<file path="src/rtl/mem_arbiter_if.sv">
// Requester, memory and fill-return signals shared by mem_arbiter and its neighbours.
// master = the arbiter; slave = the requesters and memory model around it.
interface mem_arbiter_if #(
  parameter int unsigned ADDR_W        = 16,
  parameter int unsigned WORDS_PER_BLK = 8
);
  localparam int unsigned WW = $clog2(WORDS_PER_BLK);

  logic              i_req;
  logic [ADDR_W-1:0] i_addr;
  logic              d_req;
  logic              d_wr;
  logic [ADDR_W-1:0] d_addr;
  logic [15:0]       d_wdata;
  logic              mem_en;
  logic              mem_wr;
  logic [ADDR_W-1:0] mem_addr;
  logic [15:0]       mem_wdata;
  logic [15:0]       mem_rdata;
  logic              mem_valid;
  logic              fill_valid;
  logic [15:0]       fill_data;
  logic [WW-1:0]     fill_word;
  logic              fill_owner;
  logic              i_done;
  logic              d_done;
  logic              busy;

  modport master (
    input  i_req, i_addr, d_req, d_wr, d_addr, d_wdata, mem_rdata, mem_valid,
    output mem_en, mem_wr, mem_addr, mem_wdata, fill_valid, fill_data, fill_word,
           fill_owner, i_done, d_done, busy
  );

  modport slave (
    output i_req, i_addr, d_req, d_wr, d_addr, d_wdata, mem_rdata, mem_valid,
    input  mem_en, mem_wr, mem_addr, mem_wdata, fill_valid, fill_data, fill_word,
           fill_owner, i_done, d_done, busy
  );
endinterface

</file>
<file path="src/rtl/mem_arbiter.sv">
// Shares one multi-cycle memory port between I-side line fills and D-side fills/writes,
// issuing burst reads back to back and passing returned words straight to the owner.
module mem_arbiter #(
  parameter int unsigned MEM_LAT       = 4,
  parameter int unsigned WORDS_PER_BLK = 8,
  parameter int unsigned ADDR_W        = 16
) (
  input  logic          clk,
  input  logic          rst,
  mem_arbiter_if.master bus
);
  localparam int unsigned WW = $clog2(WORDS_PER_BLK);
  localparam logic [ADDR_W-1:0] LINE_MASK = ~ADDR_W'(2 * WORDS_PER_BLK - 1);
  localparam logic [ADDR_W-1:0] HALF_MASK = ~ADDR_W'(1);

  typedef enum logic [1:0] {IDLE, FILL, WRITE} state_t;

  state_t            state_q, state_d;
  logic              last_grant_q, last_grant_d;  // 0 = I, 1 = D
  logic              owner_q, owner_d;
  logic [ADDR_W-1:0] base_q, base_d;
  logic [15:0]       wdata_q, wdata_d;
  logic [WW:0]       issue_q, issue_d;
  logic [WW-1:0]     ret_q, ret_d;
  logic              win_d;
  logic              last_ret;

  always_ff @(posedge clk or posedge rst) begin
    if (rst) begin
      state_q      <= IDLE;
      last_grant_q <= 1'b0;
      owner_q      <= 1'b0;
      base_q       <= '0;
      wdata_q      <= '0;
      issue_q      <= '0;
      ret_q        <= '0;
    end else begin
      state_q      <= state_d;
      last_grant_q <= last_grant_d;
      owner_q      <= owner_d;
      base_q       <= base_d;
      wdata_q      <= wdata_d;
      issue_q      <= issue_d;
      ret_q        <= ret_d;
    end
  end

  always_comb begin
    state_d        = state_q;
    last_grant_d   = last_grant_q;
    owner_d        = owner_q;
    base_d         = base_q;
    wdata_d        = wdata_q;
    issue_d        = issue_q;
    ret_d          = ret_q;
    bus.mem_en     = 1'b0;
    bus.mem_wr     = 1'b0;
    bus.mem_addr   = '0;
    bus.mem_wdata  = '0;
    bus.fill_valid = 1'b0;
    bus.fill_data  = '0;
    bus.fill_word  = '0;
    bus.fill_owner = 1'b0;
    bus.i_done     = 1'b0;
    bus.d_done     = 1'b0;
    bus.busy       = (state_q != IDLE);
    // On a tie the side that did not win last time gets the port.
    win_d    = bus.d_req && (!bus.i_req || !last_grant_q);
    last_ret = (ret_q == WW'(WORDS_PER_BLK - 1));

    case (state_q)
      IDLE: begin
        if (bus.i_req || bus.d_req) begin
          last_grant_d = win_d;
          owner_d      = win_d;
          wdata_d      = bus.d_wdata;
          issue_d      = '0;
          ret_d        = '0;
          if (win_d && bus.d_wr) begin
            state_d = WRITE;
            base_d  = bus.d_addr & HALF_MASK;
          end else begin
            state_d = FILL;
            base_d  = (win_d ? bus.d_addr : bus.i_addr) & LINE_MASK;
          end
        end
      end
      FILL: begin
        if (issue_q != (WW + 1)'(WORDS_PER_BLK)) begin
          bus.mem_en   = 1'b1;
          bus.mem_addr = base_q | (ADDR_W'(issue_q[WW-1:0]) << 1);
          issue_d      = issue_q + (WW + 1)'(1);
        end
        if (bus.mem_valid) begin
          bus.fill_valid = 1'b1;
          bus.fill_data  = bus.mem_rdata;
          bus.fill_word  = ret_q;
          bus.fill_owner = owner_q;
          ret_d          = ret_q + WW'(1);
          if (last_ret) begin
            bus.i_done = !owner_q;
            bus.d_done = owner_q;
            state_d    = IDLE;
          end
        end
      end
      WRITE: begin
        if (issue_q == '0) begin
          bus.mem_en    = 1'b1;
          bus.mem_wr    = 1'b1;
          bus.mem_addr  = base_q;
          bus.mem_wdata = wdata_q;
          issue_d       = (WW + 1)'(1);
        end else if (bus.mem_valid) begin
          bus.d_done = 1'b1;
          state_d    = IDLE;
        end
      end
      default: state_d = IDLE;
    endcase
  end

  // Memory contract the return counting relies on.
  a_mem_resp: assert property (@(posedge clk) disable iff (rst)
    bus.mem_en |-> ##MEM_LAT bus.mem_valid);
endmodule

</file>
<file path="src/flat_wrapper.sv">
// flat-port wrapper written by rule: the top's interface ports become plain ports
module mem_arbiter_flat 
#(
  parameter int unsigned MEM_LAT       = 4,
  parameter int unsigned WORDS_PER_BLK = 8,
  parameter int unsigned ADDR_W        = 16
)
  (clk, rst, bus_i_req, bus_i_addr, bus_d_req, bus_d_wr, bus_d_addr, bus_d_wdata, bus_mem_rdata, bus_mem_valid, bus_mem_en, bus_mem_wr, bus_mem_addr, bus_mem_wdata, bus_fill_valid, bus_fill_data, bus_fill_word, bus_fill_owner, bus_i_done, bus_d_done, bus_busy);
  mem_arbiter_if #(.ADDR_W(ADDR_W), .WORDS_PER_BLK(WORDS_PER_BLK)) bus_i ();
  input  logic clk;
  input  logic rst;
  input wire logic [$bits(bus_i.i_req)-1:0] bus_i_req;
  input wire logic [$bits(bus_i.i_addr)-1:0] bus_i_addr;
  input wire logic [$bits(bus_i.d_req)-1:0] bus_d_req;
  input wire logic [$bits(bus_i.d_wr)-1:0] bus_d_wr;
  input wire logic [$bits(bus_i.d_addr)-1:0] bus_d_addr;
  input wire logic [$bits(bus_i.d_wdata)-1:0] bus_d_wdata;
  input wire logic [$bits(bus_i.mem_rdata)-1:0] bus_mem_rdata;
  input wire logic [$bits(bus_i.mem_valid)-1:0] bus_mem_valid;
  output wire logic [$bits(bus_i.mem_en)-1:0] bus_mem_en;
  output wire logic [$bits(bus_i.mem_wr)-1:0] bus_mem_wr;
  output wire logic [$bits(bus_i.mem_addr)-1:0] bus_mem_addr;
  output wire logic [$bits(bus_i.mem_wdata)-1:0] bus_mem_wdata;
  output wire logic [$bits(bus_i.fill_valid)-1:0] bus_fill_valid;
  output wire logic [$bits(bus_i.fill_data)-1:0] bus_fill_data;
  output wire logic [$bits(bus_i.fill_word)-1:0] bus_fill_word;
  output wire logic [$bits(bus_i.fill_owner)-1:0] bus_fill_owner;
  output wire logic [$bits(bus_i.i_done)-1:0] bus_i_done;
  output wire logic [$bits(bus_i.d_done)-1:0] bus_d_done;
  output wire logic [$bits(bus_i.busy)-1:0] bus_busy;
  assign bus_i.i_req = bus_i_req;
  assign bus_i.i_addr = bus_i_addr;
  assign bus_i.d_req = bus_d_req;
  assign bus_i.d_wr = bus_d_wr;
  assign bus_i.d_addr = bus_d_addr;
  assign bus_i.d_wdata = bus_d_wdata;
  assign bus_i.mem_rdata = bus_mem_rdata;
  assign bus_i.mem_valid = bus_mem_valid;
  assign bus_mem_en = bus_i.mem_en;
  assign bus_mem_wr = bus_i.mem_wr;
  assign bus_mem_addr = bus_i.mem_addr;
  assign bus_mem_wdata = bus_i.mem_wdata;
  assign bus_fill_valid = bus_i.fill_valid;
  assign bus_fill_data = bus_i.fill_data;
  assign bus_fill_word = bus_i.fill_word;
  assign bus_fill_owner = bus_i.fill_owner;
  assign bus_i_done = bus_i.i_done;
  assign bus_d_done = bus_i.d_done;
  assign bus_busy = bus_i.busy;
  mem_arbiter #(.MEM_LAT(MEM_LAT), .WORDS_PER_BLK(WORDS_PER_BLK), .ADDR_W(ADDR_W)) u_core (.clk(clk), .rst(rst), .bus(bus_i));
endmodule
</file>
<file path="config.mk">
export PLATFORM = sky130hd
export DESIGN_NAME = mem_arbiter_flat
export DESIGN_NICKNAME = d
export VERILOG_FILES = /design/src/rtl/mem_arbiter_if.sv /design/src/rtl/mem_arbiter.sv /design/src/flat_wrapper.sv
export SDC_FILE = /design/constraint.sdc
export NUM_CORES = 1
export LEC_CHECK = 0
export ABC_AREA = 1
export BUFFER_PORTS_ARGS = -buffer_cell sky130_fd_sc_hd__buf_2
export CAP_MARGIN = 40
export CORE_MARGIN = 3
export CORE_UTILIZATION = 35
export CTS_BUF_LIST = sky130_fd_sc_hd__clkbuf_8
export CTS_CLUSTER_DIAMETER = 150
export DETAILED_ROUTE_END_ITERATION = 10
export PLACE_DENSITY = 0.63
export RECOVER_POWER = 50
export SLEW_MARGIN = 5
export SYNTH_ARGS = -nofsm -noshare
export SYNTH_HDL_FRONTEND = slang
export SYNTH_SLANG_ARGS = --single-unit
</file>
<file path="constraint.sdc">
create_clock -name clk -period 2 [get_ports clk]
set_clock_uncertainty 0.2 [all_clocks]
set_input_delay 0.3 -clock clk [delete_from_list [all_inputs] [get_ports clk]]
set_output_delay 0.3 -clock clk [all_outputs]
set_load 0.01 [all_outputs]
</file>
==> reports/results.tsv, run 1 <==
stage	metric	value	unit
status	status	finished, violations left	
status	failed_checks	negative setup slack	
floorplan	floorplan.die.height	89.9	um
floorplan	die-area	8090	um^2
pwr	pwr_density_cell	1290	nW/um^2
place	port-buffer-count	121	
place	placement.cell_area	3180	um^2
pwr	clock_power_share	0.129	
sta	final_period_minus_worst_setup_slack	2140	ps
synthesis	post-synth-top-area-cell	sky130_fd_sc_hd__dfrtp_1	
global_routing	grt_start_max_net_pins	41	
critical_path	crit_required	1500	ps
global_routing	grt_first_pass_wirelength	11.4	mm
critical_path	crit_family	flip-flops	
sta	layout_worst_path_cycle_share	1.07	
final_layout	finish.utilization	0.616	
routing	num_vias	2653	
min_path	whs_endpoint	u_core.wdata_q[12]	
global_routing	grt.total_usage	0.167	
floorplan	floorplan.rows	29	
critical_path	data_arrival_time_of_the_critical_path	1640	ps
synthesis	ys_dominant_reg_cell	sky130_fd_sc_hd__dfrtp_1	
synthesis	synth.cell_area	2470	um^2
critical_path	path_cells	inv_4 > ha_4 > nand2_2 > nand2_2 > nand2_4 > buf_12 > nor2_1 > buf_2	
final_layout	final_nets	574	
synthesis	synth_cells	349	
critical_path	setup_slack_of_the_worst_register_to_register_path	120	ps
synthesis	ys_types	27	
cts	clock_path_buffers	2	
sta	rsz0062_at_grt	yes	
critical_path	crit_buf_inv	3	
cts	clkSinkCount	41	
sta	fmaxAchievable	467	MHz
cts	cts.root.buffer_cell	sky130_fd_sc_hd__clkbuf_8	
critical_path	critical_path_peak_fanout	13	
final_layout	finalNonFillerCells	590	
cts	clk_pin_slew	90	ps
critical_path	r2r_cells	8	
floorplan	initial_utilization	0.373	
routing	dr_pass1_iterations	4	
synthesis	syn-num-nets	427	
synthesis	synth.top_cells.by_area	sky130_fd_sc_hd__dfrtp_1, sky130_fd_sc_hd__nand2_1, sky130_fd_sc_hd__inv_1, sky130_fd_sc_hd__nor2_1, sky130_fd_sc_hd__o21ai_0	
final_layout	antenna_cells_inserted	0	
global_routing	antenna_found_initial	0	
cts	cts_tree	done	
synthesis	postSynth.asyncResetShare	1.00	
final_layout	layout-drive-gt1-share	0.449	
synthesis	yosysSeqAreaShare	0.416	
routing	route.detailed.vias_per_inst	4.50	
pwr	p_sw_frac	0.429	
synthesis	yosys_warnings	0	
critical_path	timing.critical_path.slowest_stage_cell	sky130_fd_sc_hd__dfrtp_2	
place	gpl.final_weighted_congestion	0.893	
pwr	logic_pwr_share	0.611	
critical_path	launch_point_of_the_worst_reg_to_reg_path	u_core.state_q[0]	
final_layout	layout.cell_area.non_filler	4070	um^2
min_path	hold_start	bus_d_wdata[12]	
critical_path	worst_setup_path_end_kind	output pin	
sta	maxSlewViolCount	0	
pwr	power.ir.vdd_worst	0.578	mV
min_path	timing.hold.worst_path_depth	3	
pwr	p_leak	0.00219	uW
min_path	worst_hold_path_type	input pin to register	
critical_path	crit_path_max_incr_delay	450	ps
sta	slew-limit-headroom	0.331	
final_layout	synthToLayoutAreaGrowth	64.9	%
critical_path	cp-start-kind	register	
synthesis	ys_seq_elements	41	
pwr	power_report.internal_total	3000	uW
critical_path	timing_worst_setup_path_type	register to output pin	
place	numPlacedInstances	559	
global_routing	grt_overflow_total	0	
floorplan	core	6600	um^2
pwr	power_frac_seq	0.260	
synthesis	synth_top_area_frac	0.416	
sta	timing.final.ws_setup	-143	ps
cts	source_to_sink_clock_delay_at_the_later_pin_of_the_worst_skew_pair	300	ps
routing	drc	0	
cts	ctsHtreeMaxLevel	2	
routing	first_iter_violations	82	
routing	drt-total-wl	7.64	mm
sta	tightestPinTransition	1000	ps
critical_path	timing.rr.end	u_core.ret_q[2]	
global_routing	vias_in_the_first_global_route	2439	
synthesis	synth_edf_count	0	
sta	setup_violations	52	
floorplan	pin_count	128	
pwr	switchingPower	2250	uW
synthesis	syn_area_per_cell	7.07	um^2
floorplan	die_w	89.9	um
place	setup_slack_at_placement	73.8	ps
critical_path	cp_common_cell	sky130_fd_sc_hd__nand2_2	
sta	hold_violation_total_from_the_final_report	0	
routing	wire_per_inst	13.0	um
routing	detail-route-antenna-nets	0	
cts	cts_buffers	5	
run	cap_violations	0	
place	dp_hpwl	4.85	mm
==> placed cells by master (no fill, tap or decap), types with 3 or more instances in the layout <==
cell | netlist | final
sky130_fd_sc_hd__clkbuf_8 | 0 | 5
sky130_fd_sc_hd__o21ai_1 | 4 | 4
sky130_fd_sc_hd__nor2_1 | 67 | 38
sky130_fd_sc_hd__clkbuf_16 | 0 | 3
sky130_fd_sc_hd__inv_1 | 69 | 63
sky130_fd_sc_hd__dlygate4sd3_1 | 0 | 5
sky130_fd_sc_hd__nand3_1 | 12 | 10
sky130_fd_sc_hd__o21ai_2 | 10 | 10
sky130_fd_sc_hd__nor2_4 | 1 | 22
sky130_fd_sc_hd__buf_4 | 3 | 15
sky130_fd_sc_hd__o21ai_0 | 34 | 34
sky130_fd_sc_hd__nand4_1 | 3 | 3
sky130_fd_sc_hd__nor2_2 | 1 | 9
sky130_fd_sc_hd__buf_6 | 3 | 26
sky130_fd_sc_hd__inv_2 | 1 | 4
sky130_fd_sc_hd__buf_12 | 0 | 4
sky130_fd_sc_hd__ha_1 | 8 | 4
sky130_fd_sc_hd__buf_2 | 7 | 99
sky130_fd_sc_hd__dfrtp_1 | 41 | 40
sky130_fd_sc_hd__ha_4 | 0 | 4
sky130_fd_sc_hd__a21oi_2 | 0 | 3
sky130_fd_sc_hd__nand2_1 | 70 | 66
sky130_fd_sc_hd__nand2_2 | 1 | 3
==> per-stage QoR <==
stage | hold WS, ps | TNS (ps) | total power (uW)
after floorplan | 210 | 0 | 2900
after global placement | -59.2 | 0 | 3550
after detailed placement | -56.8 | 0 | 3590
after CTS | 0.202 | -2770 | 4640
after global routing | -1.92 | -8320 | 5690
final | 4.23 | -3850 | 5260
==> worst register-to-register path: stages, from the launching register on <==
cell	delay, ps
sky130_fd_sc_hd__dfrtp_1	420
sky130_fd_sc_hd__buf_6	140
sky130_fd_sc_hd__ha_4	190
sky130_fd_sc_hd__buf_4	150
sky130_fd_sc_hd__buf_4	130
sky130_fd_sc_hd__o21ai_0	230
sky130_fd_sc_hd__nand2_1	120
sky130_fd_sc_hd__inv_1	110
sky130_fd_sc_hd__o21ai_0	90
==> area by class of cell <==
type	instances	area, um^2
clock buffer	5	68.8
clock inverter	3	46.3
fill	605	2540
inverter	70	273
multi-input combinational	223	1370
sequential	41	1030
tap	93	116
timing repair buffer	155	1170
==> cells by family after synthesis <==
group | Yosys count | synth area share
other | 1 | 0.00152
AO/OA/AOI/OAI | 54 | 0.126
buffers and inverters | 85 | 0.152
adder cells (fa/ha/maj) | 8 | 0.0406
AND/OR/NAND/NOR | 160 | 0.264
flip-flops | 41 | 0.416
==> sequential cells by signal, summed over array words and instances (netlist names) <==
name	count
u_core.wdata_q	16
u_core.base_q	15
u_core.issue_q	4
u_core.ret_q	3
u_core.state_q	2
u_core.last_grant_q	1
==> how the worst max path moves through the flow <==
| stage | start | cells past startpoint | end |
|---|---|---|---|
| floorplan | u_core.state_q[1] | 7 | bus_d_done |
| global placement | u_core.state_q[0] | 8 | bus_mem_addr[15] |
| detailed placement | u_core.state_q[0] | 8 | bus_mem_addr[15] |
| CTS | u_core.state_q[0] | 8 | bus_mem_addr[15] |
| global route | u_core.state_q[1] | 8 | bus_mem_addr[7] |
| finish | u_core.state_q[1] | 8 | bus_mem_addr[4] |
==> per-layer routing <==
metal | track usage | part of all wire | vias to the layer above
met1 | 0.226 | 0.45 | 1220
li1 | - | - | 1345
met5 | 0 | 0 | -
met2 | 0.267 | 0.48 | 81
met3 | 0.0484 | 0.062 | 7
met4 | 0.0383 | 0.012 | 0
==> synthesized netlist by cell type, types with 4 or more instances <==
| cell type | count |
|---|---|
| sky130_fd_sc_hd__o21ai_1 | 4 |
| sky130_fd_sc_hd__buf_2 | 7 |
| sky130_fd_sc_hd__inv_1 | 69 |
| sky130_fd_sc_hd__nor2_1 | 67 |
| sky130_fd_sc_hd__dfrtp_1 | 41 |
| sky130_fd_sc_hd__nand2_1 | 70 |
| sky130_fd_sc_hd__o21ai_0 | 34 |
| sky130_fd_sc_hd__nand3_1 | 12 |
| sky130_fd_sc_hd__o21ai_2 | 10 |
| sky130_fd_sc_hd__ha_1 | 8 |
| sky130_fd_sc_hd__a21oi_1 | 5 |
==> what timing repair did <==
item                                   CTS  global route
endpoints found under the hold margin   44             1
setup endpoints to repair               55            60
resized for setup                       24            94
buffers inserted                         8             6
pin swaps                                3             8
gates cloned                             2             3
hold buffers                             4             1
==> power by group through the flow <==
stage	logic [uW]	registers [uW]	clock network [uW]
floorplan	1580	1330	0
global placement	2190	1350	0
detailed placement	2230	1360	0
CTS	2590	1350	700
global route	3540	1410	745
finish	3210	1370	678
(Power assumes the default switching activity.)
==> inputs of run 2 (changes only) <==
- SETUP_SLACK_MARGIN: not set -> 0.1
==> run 2 against run 1 <==
The run still ends with negative setup slack left. Sequential power hardly changed. Die area stayed put. Setup slack gained 28 ps. Critical endpoint is now bus_d_done. Clock power fell by 22%. Maximum frequency grew 1.3%. Highest routed layer unchanged.
==> reports/results.tsv, run 2 (synthesis results as in run 1) <==
stage	metric	value	unit	change
critical_path	crit_required	1500	ps	about the same
critical_path	crit_path_max_incr_delay	470	ps	was 450 ps
final_layout	antenna_cells_inserted	0		unchanged
sta	rsz0062_at_grt	yes		unchanged
global_routing	antenna_found_initial	0		unchanged
place	numPlacedInstances	558		was 559
cts	cts_tree	done		unchanged
status	status	finished, violations left		unchanged
final_layout	layout.cells.most_common_list	sky130_fd_sc_hd__buf_2, sky130_fd_sc_hd__nand2_1, sky130_fd_sc_hd__inv_1		unchanged
final_layout	final_nets	563		was 574
floorplan	die-area	8090	um^2	unchanged
min_path	worst_hold_path_type	input pin to register		unchanged
critical_path	cp_common_cell	sky130_fd_sc_hd__nand2_1		was sky130_fd_sc_hd__nand2_2
critical_path	critical_path_peak_fanout	4		was 13
pwr	power_report.internal_total	2540	uW	was 3000 uW
floorplan	die_w	89.9	um	unchanged
run	cap_violations	0		unchanged
global_routing	grt.total_usage	0.159		was 0.167
cts	cts.root.buffer_cell	sky130_fd_sc_hd__clkbuf_8		unchanged
pwr	switchingPower	1950	uW	was 2250 uW
cts	clk_pin_slew	80	ps	was 90 ps
place	dp_hpwl	4.89	mm	was 4.85 mm
global_routing	vias_in_the_first_global_route	2428		was 2,439
final_layout	top_register	u_core.wdata_q		unchanged
cts	clkSinkCount	41		unchanged
final_layout	layout.cell_area.non_filler	3490	um^2	was 4070 um^2
cts	source_to_sink_clock_delay_at_the_later_pin_of_the_worst_skew_pair	290	ps	was 300 ps
sta	timing.final.ws_setup	-115	ps	was -143 ps
sta	hold-worst-slack	18.6	ps	was 4.23 ps
final_layout	max_reg_flops	16		unchanged
critical_path	timing.critical_path.slowest_stage_cell	sky130_fd_sc_hd__dfrtp_2		unchanged
sta	layout_worst_path_cycle_share	1.06		was 1.07
pwr	p_leak	0.00205	uW	was 0.00219 uW
sta	hold_violation_total_from_the_final_report	0		unchanged
status	failed_checks	negative setup slack		unchanged
routing	drc	0		unchanged
sta	final_period_minus_worst_setup_slack	2110	ps	was 2140 ps
final_layout	layout_commonest_cell	sky130_fd_sc_hd__buf_2		unchanged
sta	maxSlewViolCount	0		unchanged
routing	num_vias	2503		was 2,653
global_routing	grt_first_pass_wirelength	10.8	mm	was 11.4 mm
final_layout	layout-drive-gt1-share	0.393		was 0.449
routing	first_iter_violations	69		was 82
cts	cts_buffers	5		unchanged
place	placement.cell_area	3180	um^2	about the same
floorplan	initial_utilization	0.373		unchanged
final_layout	top_regs	u_core.wdata_q x16, u_core.base_q x15, u_core.issue_q x4		unchanged
routing	route.detailed.vias_per_inst	4.32		was 4.50
sta	tightestPinTransition	1030	ps	was 1000 ps
pwr	clock_power_share	0.117		was 0.129
global_routing	grt_overflow_total	0		unchanged
sta	slew-limit-headroom	0.312		was 0.331
global_routing	grt_start_max_net_pins	42		was 41
routing	drt-total-wl	6.51	mm	was 7.64 mm
critical_path	worst_setup_path_end_kind	output pin		unchanged
pwr	pwr_density_cell	1290	nW/um^2	about the same
floorplan	core	6600	um^2	unchanged
routing	wire_per_inst	11.2	um	was 13.0 um
cts	ctsHtreeMaxLevel	2		unchanged
final_layout	finalNonFillerCells	579		was 590
pwr	p_sw_frac	0.434		was 0.429
sta	setup_violations	40		was 52
floorplan	floorplan.die.height	89.9	um	unchanged
final_layout	synthToLayoutAreaGrowth	41.5	%	was 64.9%
critical_path	data_arrival_time_of_the_critical_path	1610	ps	was 1640 ps
pwr	power.ir.vdd_worst	0.607	mV	was 0.578 mV
cts	clock_path_buffers	2		unchanged
place	setup_slack_at_placement	93.3	ps	was 73.8 ps
floorplan	pin_count	128		unchanged
final_layout	filler_cell_count	659		was 605
floorplan	floorplan.rows	29		unchanged
routing	dr_pass1_iterations	4		unchanged
pwr	logic_pwr_share	0.580		was 0.611
place	port-buffer-count	121		unchanged
place	gpl.final_weighted_congestion	0.767		was 0.893
pwr	power_frac_seq	0.303		was 0.260
critical_path	timing_worst_setup_path_type	register to output pin		unchanged
sta	fmaxAchievable	473	MHz	was 467 MHz
routing	detail-route-antenna-nets	0		unchanged
critical_path	cp-start-kind	register		unchanged
critical_path	path_cells	inv_4 > ha_4 > nand2_1 > nor2_2 > nand2_1 > a21boi_1 > buf_2		was inv_4 > ha_4 > nand2_2 > nand2_2 > nand2_4 > buf_12 > nor2_1 > buf_2
[run 2: area by class of cell]
type	instances	area (um^2)	area share
multi-input cells	223	1170	0.336
clock inverters	3	17.5	0.00502
flip-flops and latches	41	1030	0.294
repair buffers	144	817	0.234
inverters	70	269	0.0771
well taps	93	116	0.0334
clock buffers	5	68.8	0.0197
[run 2: repair_timing]
| action | 4_1_cts | 5_1_grt |
|---|---|---|
| resized for setup | 16 | 18 |
| setup buffers | 7 | 5 |
| setup endpoints to repair | 58 | 75 |
| pin swaps | 2 | 6 |
| hold buffers | 1 | 0 |
| endpoints found under the hold margin | 41 | 0 |
[run 2: worst max-delay path: cells and delay by family (launching register included)]
family | cells | cell delay (ps)
DFF | 1 | 470
and+or+nand+nor | 3 | 310
buffers and inverters | 2 | 250
adders and majority gates | 1 | 160
AOI/OAI and AO/OA | 1 | 140
[run 2: power groups by stage]
| stage | Clock, uW | Sequential (uW) | Combinational, uW |
|---|---|---|---|
| after floorplan | 0 | 1330 | 1580 |
| after global placement | 0 | 1350 | 2180 |
| after detailed placement | 0 | 1360 | 2210 |
| after CTS | 550 | 1350 | 2450 |
| after global routing | 581 | 1410 | 2950 |
| final | 526 | 1360 | 2600 |
[run 2: path summary, 6_finish.rpt]
check | slack [ps] | endpoint | cells after the start | from
worst max-delay path | -110 | bus_d_done | 7 | u_core.state_q[1]
worst min-delay path | 20 | u_core.base_q[3] | 3 | bus_d_addr[3]
worst max register to register | 190 | u_core.state_q[1] | 9 | u_core.state_q[0]
worst min register to register | 280 | u_core.base_q[7] | 2 | u_core.base_q[7]
max in group asynchronous | 240 | u_core.state_q[1] | 4 | rst
min in group asynchronous | 680 | u_core.wdata_q[4] | 4 | rst
[run 2: through the flow]
stage	setup TNS, ps	utilization	power, uW
after global placement	0	0.481	3530
after global routing	-5780	0.528	4930
final	-2000	0.528	4490
after floorplan	0	-	2910
after detailed placement	0	0.481	3570
after CTS	-1700	0.514	4350
[run 2: layer usage]
layer  global-route usage  vias up  share of wire
li1                     -     1314              -
met1                0.206     1093           0.46
met2                0.273       90           0.48
met3               0.0359        6          0.059
met4               0.0306        0         0.0074
met5                    0        -              0
==> inputs of run 3 (changes only) <==
- CELL_PAD_IN_SITES_DETAIL_PLACEMENT: not set -> 1
- CELL_PAD_IN_SITES_GLOBAL_PLACEMENT: not set -> 2
- CORE_UTILIZATION: 35 -> 24
- PLACE_DENSITY: 0.63 -> 0.81
==> run 3 against run 2 <==
The flow still finishes with violations (negative setup slack). Die area rose by 43%. Routed wire length rose by 28%. Critical path depth rose by 1. Count of clock-buffer cells in the layout did not move. Via count rose by 6.7%. Design area rose by 8.5%. Critical path type unchanged. Highest routed layer unchanged.
==> reports/results.tsv, run 3 (synthesis results as in run 1) <==
stage	metric	value	unit	change
floorplan	core	9860	um^2	was 6600 um^2
critical_path	crit_buf_inv	3		was 2
sta	hold_violation_total_from_the_final_report	0		unchanged
routing	first_iter_violations	94		was 69
floorplan	floorplan.die.height	107	um	was 89.9 um
global_routing	grt.total_usage	0.144		was 0.159
place	placement.cell_area	3280	um^2	was 3180 um^2
final_layout	top_register	u_core.wdata_q		unchanged
cts	ctsHtreeMaxLevel	2		unchanged
sta	tightestPinTransition	687	ps	was 1030 ps
cts	source_to_sink_clock_delay_at_the_later_pin_of_the_worst_skew_pair	280	ps	was 290 ps
final_layout	antenna_cells_inserted	0		unchanged
pwr	p_leak	0.00210	uW	was 0.00205 uW
min_path	hold_start	bus_d_addr[1]		was bus_d_addr[3]
sta	timing.final.ws_setup	-146	ps	was -115 ps
global_routing	antenna_found_initial	0		unchanged
critical_path	crit_family	flip-flops		unchanged
global_routing	vias_in_the_first_global_route	2736		was 2,428
sta	setup_violations	34		was 40
final_layout	top_regs	u_core.wdata_q x16, u_core.base_q x15, u_core.issue_q x4		unchanged
critical_path	worst_setup_path_end_kind	output pin		unchanged
floorplan	floorplan.rows	36		was 29
final_layout	layout-drive-gt1-share	0.424		was 0.393
critical_path	cp-start-kind	register		unchanged
final_layout	max_reg_flops	16		unchanged
critical_path	crit_path_max_incr_delay	470	ps	about the same
min_path	whs_endpoint	u_core.base_q[1]		was u_core.base_q[3]
pwr	total_power	5000	uW	was 4490 uW
min_path	timing.hold.worst_path_depth	3		unchanged
routing	num_vias	2670		was 2,503
critical_path	data_arrival_time_of_the_critical_path	1650	ps	was 1610 ps
sta	maxSlewViolCount	0		unchanged
routing	detail-route-antenna-nets	0		unchanged
final_layout	layout_commonest_cell	sky130_fd_sc_hd__buf_2		unchanged
floorplan	pin_count	128		unchanged
floorplan	initial_utilization	0.250		was 0.373
final_layout	final_nets	568		was 563
critical_path	timing.rr.end	u_core.state_q[0]		was u_core.state_q[1]
cts	clock_path_buffers	2		unchanged
critical_path	setup_slack_of_the_worst_register_to_register_path	160	ps	was 190 ps
cts	cts_buffers	5		unchanged
final_layout	synthToLayoutAreaGrowth	53.5	%	was 41.5%
place	port-buffer-count	121		unchanged
sta	layout_worst_path_cycle_share	1.07		was 1.06
cts	cts.root.buffer_cell	sky130_fd_sc_hd__clkbuf_8		unchanged
run	cap_violations	0		unchanged
critical_path	path_cells	inv_4 > ha_4 > nand3_4 > nand2_2 > nand2_4 > buf_6 > a21oi_4 > buf_2		was inv_4 > ha_4 > nand2_1 > nor2_2 > nand2_1 > a21boi_1 > buf_2
status	failed_checks	negative setup slack		unchanged
place	dp_hpwl	6.12	mm	was 4.89 mm
floorplan	die_w	107	um	was 89.9 um
cts	clkSinkCount	41		unchanged
global_routing	grt_first_pass_wirelength	13.3	mm	was 10.8 mm
cts	clk_pin_slew	80	ps	about the same
critical_path	timing.critical_path.slowest_stage_cell	sky130_fd_sc_hd__dfrtp_2		unchanged
sta	hold-worst-slack	21.0	ps	was 18.6 ps
sta	fmaxAchievable	466	MHz	was 473 MHz
min_path	worst_hold_path_type	input pin to register		unchanged
pwr	power.ir.vdd_worst	0.441	mV	was 0.607 mV
critical_path	launch_point_of_the_worst_reg_to_reg_path	u_core.state_q[1]		was u_core.state_q[0]
status	status	finished, violations left		unchanged
routing	dr_pass1_iterations	4		unchanged
sta	rsz0062_at_grt	yes		unchanged
critical_path	crit_required	1500	ps	about the same
floorplan	die-area	11500	um^2	was 8090 um^2
pwr	pwr_density_cell	1320	nW/um^2	was 1290 nW/um^2
global_routing	grt_start_max_net_pins	35		was 42
sta	slew-limit-headroom	0.542		was 0.312
global_routing	grt_overflow_total	0		unchanged
routing	drt-total-wl	8.33	mm	was 6.51 mm
sta	final_period_minus_worst_setup_slack	2150	ps	was 2110 ps
routing	drc	0		unchanged
place	gpl.final_weighted_congestion	0.804		was 0.767
critical_path	critical_path_peak_fanout	4		unchanged
final_layout	layout.cell_area.non_filler	3790	um^2	was 3490 um^2
final_layout	layout.cells.most_common_list	sky130_fd_sc_hd__buf_2, sky130_fd_sc_hd__nand2_1, sky130_fd_sc_hd__inv_1		unchanged
cts	cts_tree	done		unchanged
routing	wire_per_inst	13.3	um	was 11.2 um
critical_path	timing_worst_setup_path_type	register to output pin		unchanged
routing	route.detailed.vias_per_inst	4.28		was 4.32
critical_path	r2r_cells	9		unchanged
-- run 3: changes by cell type in the layout (fill, tap and decap cells not counted), sizes merged --
cell / previous run / this run
buf: 141 / 146
clkinv: 3 / 2
clkinvlp: 2 / 0
inv: 68 / 71
-- run 3: how the worst max path moves through the flow --
stage                            startpoint          endpoint  slack (ps)  depth (start not counted)
after global routing      u_core.issue_q[0]   bus_mem_addr[9]        -210                          9
after CTS                 u_core.state_q[0]   bus_mem_addr[1]        -160                          8
after floorplan           u_core.state_q[1]        bus_d_done         140                          7
after global placement    u_core.issue_q[0]  bus_mem_addr[11]         130                          8
final                     u_core.state_q[0]   bus_mem_addr[1]        -150                          8
after detailed placement  u_core.issue_q[0]  bus_mem_addr[11]         100                          9
-- run 3: final cells by class --
cell class | instances | area, um^2
fill | 1262 | 6080
multi-input combinational | 223 | 1290
sequential | 41 | 1030
timing repair buffer | 149 | 955
inverter | 70 | 268
tap | 133 | 166
clock buffer | 5 | 68.8
clock inverter | 3 | 13.8
-- run 3: timing repair --
action	in CTS	in global routing
setup buffers	5	4
hold endpoints to repair	16	0
setup endpoints to repair	56	55
hold buffers	1	0
resized for setup	54	28
gates cloned	3	0
pin swaps	7	5
-- run 3: routing by layer --
metal,track usage,vias up,part of all wire
met3,0.0294,4,0.053
met2,0.256,73,0.51
met1,0.183,1269,0.44
met5,0,-,0
li1,-,1324,-
met4,0.0216,0,0.0043
-- run 3: report_power, final --
part / total (uW) / switching [uW] / internal, uW
logic: 3100 / 1800 / 1300
clock network: 528 / 291 / 237
registers: 1370 / 171 / 1200
total: 5000 / 2260 / 2740
-- run 3: metrics by stage --
| step | cells | setup WS [ps] | TNS [ps] | util |
|---|---|---|---|---|
| floorplan | 349 | 141 | 0 | - |
| global placement | 603 | 128 | 0 | 0.332 |
| detailed placement | 603 | 101 | 0 | 0.332 |
| CTS | 620 | -160 | -2750 | 0.370 |
| global route | 624 | -208 | -5960 | 0.384 |
| finish | 624 | -146 | -2650 | 0.384 |
-- run 3: worst reg2reg max path: cells and delay by family, from the launching register on --
| family | cells | cell delay, ps |
|---|---|---|
| simple gates | 5 | 560 |
| fa+ha+maj | 1 | 160 |
| buf+inv | 3 | 400 |
| flops | 1 | 410 |
